--- src/rtl/sum_result_collector.sv ---
// Result collector downstream of the 32-bit adder: valid/ready capture into a
// small FIFO, plus a saturating running total with a sticky overflow flag.
module sum_result_collector #(
  parameter int WIDTH     = 32,
  parameter int DEPTH     = 4,
  parameter int ACC_WIDTH = 40
) (
  input  logic                       clk,
  input  logic                       rst_n,
  input  logic                       in_valid,
  output logic                       in_ready,
  input  logic [WIDTH-1:0]           in_sum,
  output logic                       out_valid,
  input  logic                       out_ready,
  output logic [WIDTH-1:0]           out_data,
  input  logic                       clear,
  output logic [ACC_WIDTH-1:0]       acc,
  output logic                       acc_sat,
  output logic [$clog2(DEPTH+1)-1:0] count
);

  localparam int PTR_W = $clog2(DEPTH);
  localparam int CNT_W = $clog2(DEPTH+1);

  localparam logic [CNT_W-1:0]     CNT_FULL = CNT_W'(DEPTH);
  localparam logic [CNT_W-1:0]     CNT_ONE  = CNT_W'(1);
  localparam logic [PTR_W-1:0]     PTR_ONE  = PTR_W'(1);
  localparam logic [ACC_WIDTH-1:0] ACC_MAX  = {ACC_WIDTH{1'b1}};

  logic [WIDTH-1:0] mem [DEPTH];
  logic [PTR_W-1:0] wr_ptr;
  logic [PTR_W-1:0] rd_ptr;

  logic             push;
  logic             pop;
  logic [ACC_WIDTH:0] acc_sum;
  logic [ACC_WIDTH-1:0] acc_next;
  logic             sat_next;

  // Ready depends only on reset and registered occupancy, never on out_ready.
  assign in_ready  = rst_n & (count != CNT_FULL);
  assign out_valid = (count != '0);
  assign out_data  = out_valid ? mem[rd_ptr] : '0;

  assign push = in_valid & in_ready;
  assign pop  = out_valid & out_ready;

  // NOTE: every signal written in always_comb gets a default first, so no path leaves it unassigned and no latch is inferred.
  always_comb begin
    acc_sum  = {1'b0, acc} + {{(ACC_WIDTH+1-WIDTH){1'b0}}, in_sum};
    acc_next = acc;
    sat_next = acc_sat;
    if (acc_sum[ACC_WIDTH]) begin
      // Carry out of the top bit means the true sum exceeds the maximum;
      // this also covers acc already at max plus a nonzero in_sum.
      acc_next = ACC_MAX;
      sat_next = 1'b1;
    end else begin
      acc_next = acc_sum[ACC_WIDTH-1:0];
    end
  end

  // NOTE: sequential state uses non-blocking assignments so every register samples pre-edge values.
  always_ff @(posedge clk) begin
    if (!rst_n) begin
      wr_ptr  <= '0;
      rd_ptr  <= '0;
      count   <= '0;
      acc     <= '0;
      acc_sat <= 1'b0;
    end else begin
      if (push) wr_ptr <= wr_ptr + PTR_ONE;
      if (pop)  rd_ptr <= rd_ptr + PTR_ONE;

      case ({push, pop})
        2'b10:   count <= count + CNT_ONE;
        2'b01:   count <= count - CNT_ONE;
        default: count <= count;
      endcase

      // clear takes priority over accumulating a same-cycle push.
      if (clear) begin
        acc     <= '0;
        acc_sat <= 1'b0;
      end else if (push) begin
        acc     <= acc_next;
        acc_sat <= sat_next;
      end
    end
  end

  // NOTE: the storage array is not reset; out_data is gated by count, so stale entries are never visible.
  always_ff @(posedge clk) begin
    if (push) mem[wr_ptr] <= in_sum;
  end

endmodule

--- config.mk ---
export PLATFORM = sky130hd
export DESIGN_NAME = sum_result_collector
export DESIGN_NICKNAME = d
export VERILOG_FILES = /design/src/rtl/sum_result_collector.sv
export SDC_FILE = /design/constraint.sdc
export NUM_CORES = 1
export LEC_CHECK = 0
export BUFFER_PORTS_ARGS = -buffer_cell sky130_fd_sc_hd__buf_2
export CAP_MARGIN = 20
export CELL_PAD_IN_SITES_DETAIL_PLACEMENT = 0
export CELL_PAD_IN_SITES_GLOBAL_PLACEMENT = 1
export CORE_ASPECT_RATIO = 2
export CORE_MARGIN = 2
export CORE_UTILIZATION = 45
export DETAILED_ROUTE_END_ITERATION = 10
export GPL_ROUTABILITY_DRIVEN = 0
export MAX_ROUTING_LAYER = met4
export PLACE_DENSITY = 0.77
export SYNTH_ARGS = -nofsm -noshare
export SYNTH_HDL_FRONTEND = slang
export SYNTH_SLANG_ARGS = --single-unit
--- constraint.sdc ---
create_clock -name clk -period 3.5 [get_ports clk]
set_input_delay 0.7 -clock clk [delete_from_list [all_inputs] [get_ports clk]]
set_output_delay 0.7 -clock clk [all_outputs]
set_load 0.02 [all_outputs]
# [Yosys cells after proc, flatten, opt, wreduce, memory -nomap -nowiden]
# Memories as Yosys holds them, arrays and structs flattened. A register that Yosys moved wholly into a read port is not among the register bits.
# Index checks and enable logic that the tools add are counted.
[classes] n_bitwise=4 muxes=7 reduce_logical=4 add_sub_neg=5 eq_ne=3
[ops] op="40-bit by 32-bit adder with 41-bit output" n=1
[ops] op="40-bit 2-to-1 mux" n=1
[ops] op="32-bit 2-to-1 mux" n=1
[ops] op="3-bit case mux with 2 select lines" n=1
[ops] op="2-bit by 1-bit adder with 2-bit output, second input constant" n=2
[ops] op="2-bit 2-to-1 mux" n=2
[ops] op="3-bit by 1-bit adder with 3-bit output, second input constant" n=1
[ops] op="1-bit AND" n=3
[ops] op="3-bit inequality test, second input constant" n=1
[ops] op="3-bit nonzero test" n=1
[ops] op="3-bit by 1-bit subtractor with 3-bit output, second input constant" n=1
[ops] op="2-bit by 1-bit equality test with 1-bit output, second input constant" n=1
[ops] op="2-bit equality test, second input constant" n=1
[ops] op="1-bit 2-to-1 mux" n=2
[ops] op="2-bit AND reduction" n=1
[ops] op="2-bit nonzero test" n=1
[ops] op="2-bit OR reduction" n=1
[ops] op="1-bit inverter" n=1
[word_totals] word_cells=29 out_inout_bits=78 register_bits=48 mem_count=1 ram_bits=128 input_bits=37
[mem_list] memory="mem" depth=4 word_bits=32 read_ports=1 rd_ports_with_merged_regs=1 wr=1 line="30" rtl="logic [WIDTH-1:0] mem [DEPTH];"

# [Logic depth before layout (Yosys ltp)]
[depth] word_depth=5 depth_mapped=12 depth_no_buf=11

# [Worst setup path before layout]
# OpenSTA, ideal clock, no wires.
[synth_path] kind="input -> register" from="input in_sum[0]" to="register acc[29]" setup_ps=128 required_time_ps=3372 path_stages=12 arrival_ps=3067 path_buffers=1 path_slack_ps=305 path_cell_list="ha_1 fa_1 a21o_1 a221oi_2 o2bb2ai_1 or3_1 a21oi_2 o21ai_4 nor2b_4 buf_6 nor3_1 a211oi_2"
[synth_via] elab_chain_len=2
[synth_rtl] item="start: declaration" line="12" rtl="input logic [WIDTH-1:0] in_sum,"
[synth_rtl] item="40-bit by 32-bit adder with 41-bit output" line="50" rtl="acc_sum = {1'b0, acc} + {{(ACC_WIDTH+1-WIDTH){1'b0}}, in_sum};"
[synth_rtl] item="40-bit 2-to-1 mux" line="53" rtl="if (acc_sum[ACC_WIDTH]) begin"
[synth_rtl] item="end signal: assignment" line="86" rtl="acc <= acc_next;"
[synth_rtl] item="end: declaration" line="17" rtl="output logic [ACC_WIDTH-1:0] acc,"
# No other way between the ends.
# A chain may end at the register's enable or synchronous reset.

# [Worst setup path after layout]
[layout_path] from="input in_sum[0]" to="register acc[34]"
# Same word-level chain as after synthesis.

==> impl_metrics.toml <==
[cts]
clockBufferDepth = 2
cts_buffers = 17
cts_tree = "yes"
cts.hold.buffers_added = 0
cts_sinks = 178
clk_latency_ns = 0.43
clkTransAtPathRegs_ns = 0.07
clockRootBuffer = "clkbuf_16"
htreeDepth = 4
cts_resized = 0
post-cts-setup-buffer-count = 0

[floorplan]
initial_core_util_pct = 46.1
fp-row-count = 70
placeableCoreArea_um2 = 18300
die_x_um = 101
dieHeight_um = 198
io_pins = 115
die_area_um2 = 19900

[sta]
slew_viol_final = 0
tightest_slew_ns = 0.644
timing.fmax_mhz = 329
finalSetupTns_ns = 0
hold_ws_ns = 0.507
setup_viol = 0
finalCritPeriodShare_pct = 87.0
finalHoldViolCount = 0
min_period_ns = 3.04
rsz0062_at_grt = "false"
slew_headroom_pct = 57.1
finalClockSkew_ns = 0.0102

[detailed_routing]
wl_um = 21200
ant_nets = 0
drc_errors = 0
detail_route.wl_per_cell_um = 20.8
viasPerCell = 5.82
drtIter0Drc = 419
drtPass1Iterations = 5
vias = 5911

[power_and_ir_drop]
comb_power_share_pct = 27.8
power.leakage_nw = 3.91
swShare_pct = 30.9
p_clk_share_pct = 31.5
seqPwrFrac_pct = 40.7
power_switching_w = 0.00184
powerDensity_nw_per_um2 = 598
peakVddDrop_uv = 327
p_int_w = 0.00412

[global_routing]
grt_pass1_vias = 6126
grt_pass1_wl_um = 32800
overflow = 0
antenna_found_initial = 0
grtUsageTotal_pct = 22.7
grt_max_degree = 61

[outcome]
status = "finished, final reports clean"

[placement]
dp_hpwl_um = 15600
io_buffers = 114
placed_cells = 983
place_area_um2 = 9380

[setup_path]
crit_path_top_delay_cell = "fa_1"
end_kind = "register"
arrival_ns = 3.39
path_max_fanout = 5
r2r_start = "acc[0]"
critPathLaunch = "in_sum[0]"
crit_type = "in -> reg"
crit_path_frequent_cell = "a311oi_1"
start_kind = "input pin"
slowest_delay_ns = 0.40
cp.required_ns = 3.84
crit_path_cell_trace = "buf_2 -> ha_1 -> fa_1 -> a21o_1 -> a221oi_2 -> buf_4 -> nor4_1 -> o311ai_1 -> a21boi_0 -> o21bai_1 -> a311oi_1 -> a311oi_1"

[cells_and_area]
stdcell_area_um2 = 9960
syn_to_final_growth_pct = 18.1
final_layout_size_suffix_gt1_share_pct = 27.0
final-instance-count-excl-fill = 1015
nets = 862
diodes = 0

[synth]
synth_nets = 730
synth_area_leaders = "edfxtp_1 (46%), dfxtp_1 (12%), mux4_2 (8.5%), ha_1 (5.5%), a21oi_1 (3.3%)"
synth.distinct_cells = 57
netlist.area_leader.share_pct = 45.6
postSynthAreaPerCell_um2 = 12.9
syn_inst = 654
ys_async_sr_fraction_pct = 0
synth_top_area_cell = "edfxtp_1"
synth_warnings = 0
yosysMostFrequentCell = "edfxtp_1"
syn-cell-area_um2 = 8440
synth_ff_type = "edfxtp_1"
synth-edff-count = 128
ys_top_cells_by_count = "edfxtp_1 (128), a21oi_1 (55), o21ai_0 (53)"
synth_seq_area_share_pct = 57.4
ys_seq_elements = 178

[worst_hold_path]
hold_path.class = "in -> reg"
worstHoldStart = "in_sum[14]"

[flow_run]
drv_cap = 0
==> flip-flops by register name, summed over array words and instances (netlist names), named ones only <==
| register | count |
|---|---|
| mem | 128 |
| wr_ptr | 2 |
| count | 3 |
| acc | 40 |
| rd_ptr | 2 |
| acc_sat | 1 |
==> layer usage <==
layer / GRT usage [%] / vias up / share of wire, %
met3: 3.47 / 57 / 3.8
met4: 11.6 / 0 / 4.4
met2: 40.0 / 201 / 55
met1: 24.0 / 2885 / 36
met5: - / - / 0
li1: - / 2768 / -
==> cell families (layout without fill, tap and decap cells) <==
group	after synthesis	after routing	share of synthesized area (%)
AO/OA/AOI/OAI	182	182	13.1
XOR/XNOR	34	34	3.53
adder cells (fa/ha/maj)	39	39	5.96
buffers and inverters	38	183	1.81
flip-flops	178	178	57.4
multiplexers	33	33	8.66
AND/OR/NAND/NOR	150	150	9.49
==> layout make-up <==
type / instances / area, um^2
Clock buffer: 18 / 429
Multi-Input combinational cell: 438 / 3440
Sequential cell: 178 / 4850
Fill cell: 1544 / 8340
Timing Repair Buffer: 140 / 778
Clock inverter: 14 / 154
Tap cell: 216 / 270
Inverter: 11 / 41.3
==> cells in the final DEF, fill, tap and decap left out, types with 3 or more instances in the layout <==
cell type / instances
edfxtp_1: 128
buf_2: 114
a21oi_1: 55
o21ai_0: 53
dfxtp_1: 49
ha_1: 37
and2_1: 35
mux4_2: 32
nor2_1: 30
nand2_1: 28
buf_4: 25
a31oi_1: 24
xor2_1: 19
clkbuf_16: 17
a21o_1: 16
xnor2_1: 15
inv_1: 10
nor3_1: 9
and3_1: 8
or3_1: 7
nand3_1: 7
nand4_1: 6
o21a_1: 5
o21bai_1: 5
nand2b_1: 5
inv_6: 4
a21boi_0: 3
a311oi_1: 3
clkinv_4: 3
==> stage by stage <==
stage                     total power, W  utilization [%]  worst slack (ns)
final                            0.00596             54.4             0.456
after global routing             0.00622             54.4             0.209
after floorplan                  0.00364                -             0.305
after detailed placement         0.00415             51.2           -0.0123
after global placement           0.00411             51.2            0.0606
after CTS                        0.00602             54.4             0.441
==> path summary, 6_finish.rpt <==
path / end / slack (ns) / cells after the start
setup / recovery: acc[34] / 0.46 / 12
hold / removal: mem[2][14] / 0.51 / 1
setup reg to reg: acc[34] / 0.53 / 11
hold reg to reg: acc_sat / 0.51 / 2
==> power by group through the flow <==
stage               clock (W)  combinational, W  sequential, W
floorplan                   0           0.00114        0.00250
global placement            0           0.00165        0.00246
detailed placement          0           0.00168        0.00247
CTS                   0.00190           0.00168        0.00243
global route          0.00198           0.00181        0.00244
finish                0.00188           0.00165        0.00243
==> critical path: cells and delay by family <==
| family | cells | cell delay (ns) |
|---|---|---|
| compound gates | 7 | 1.69 |
| fa+ha+maj | 2 | 0.62 |
| buf+inv | 2 | 0.31 |
| simple gates | 1 | 0.05 |
Note: power is estimated with default switching activity, not from simulation.
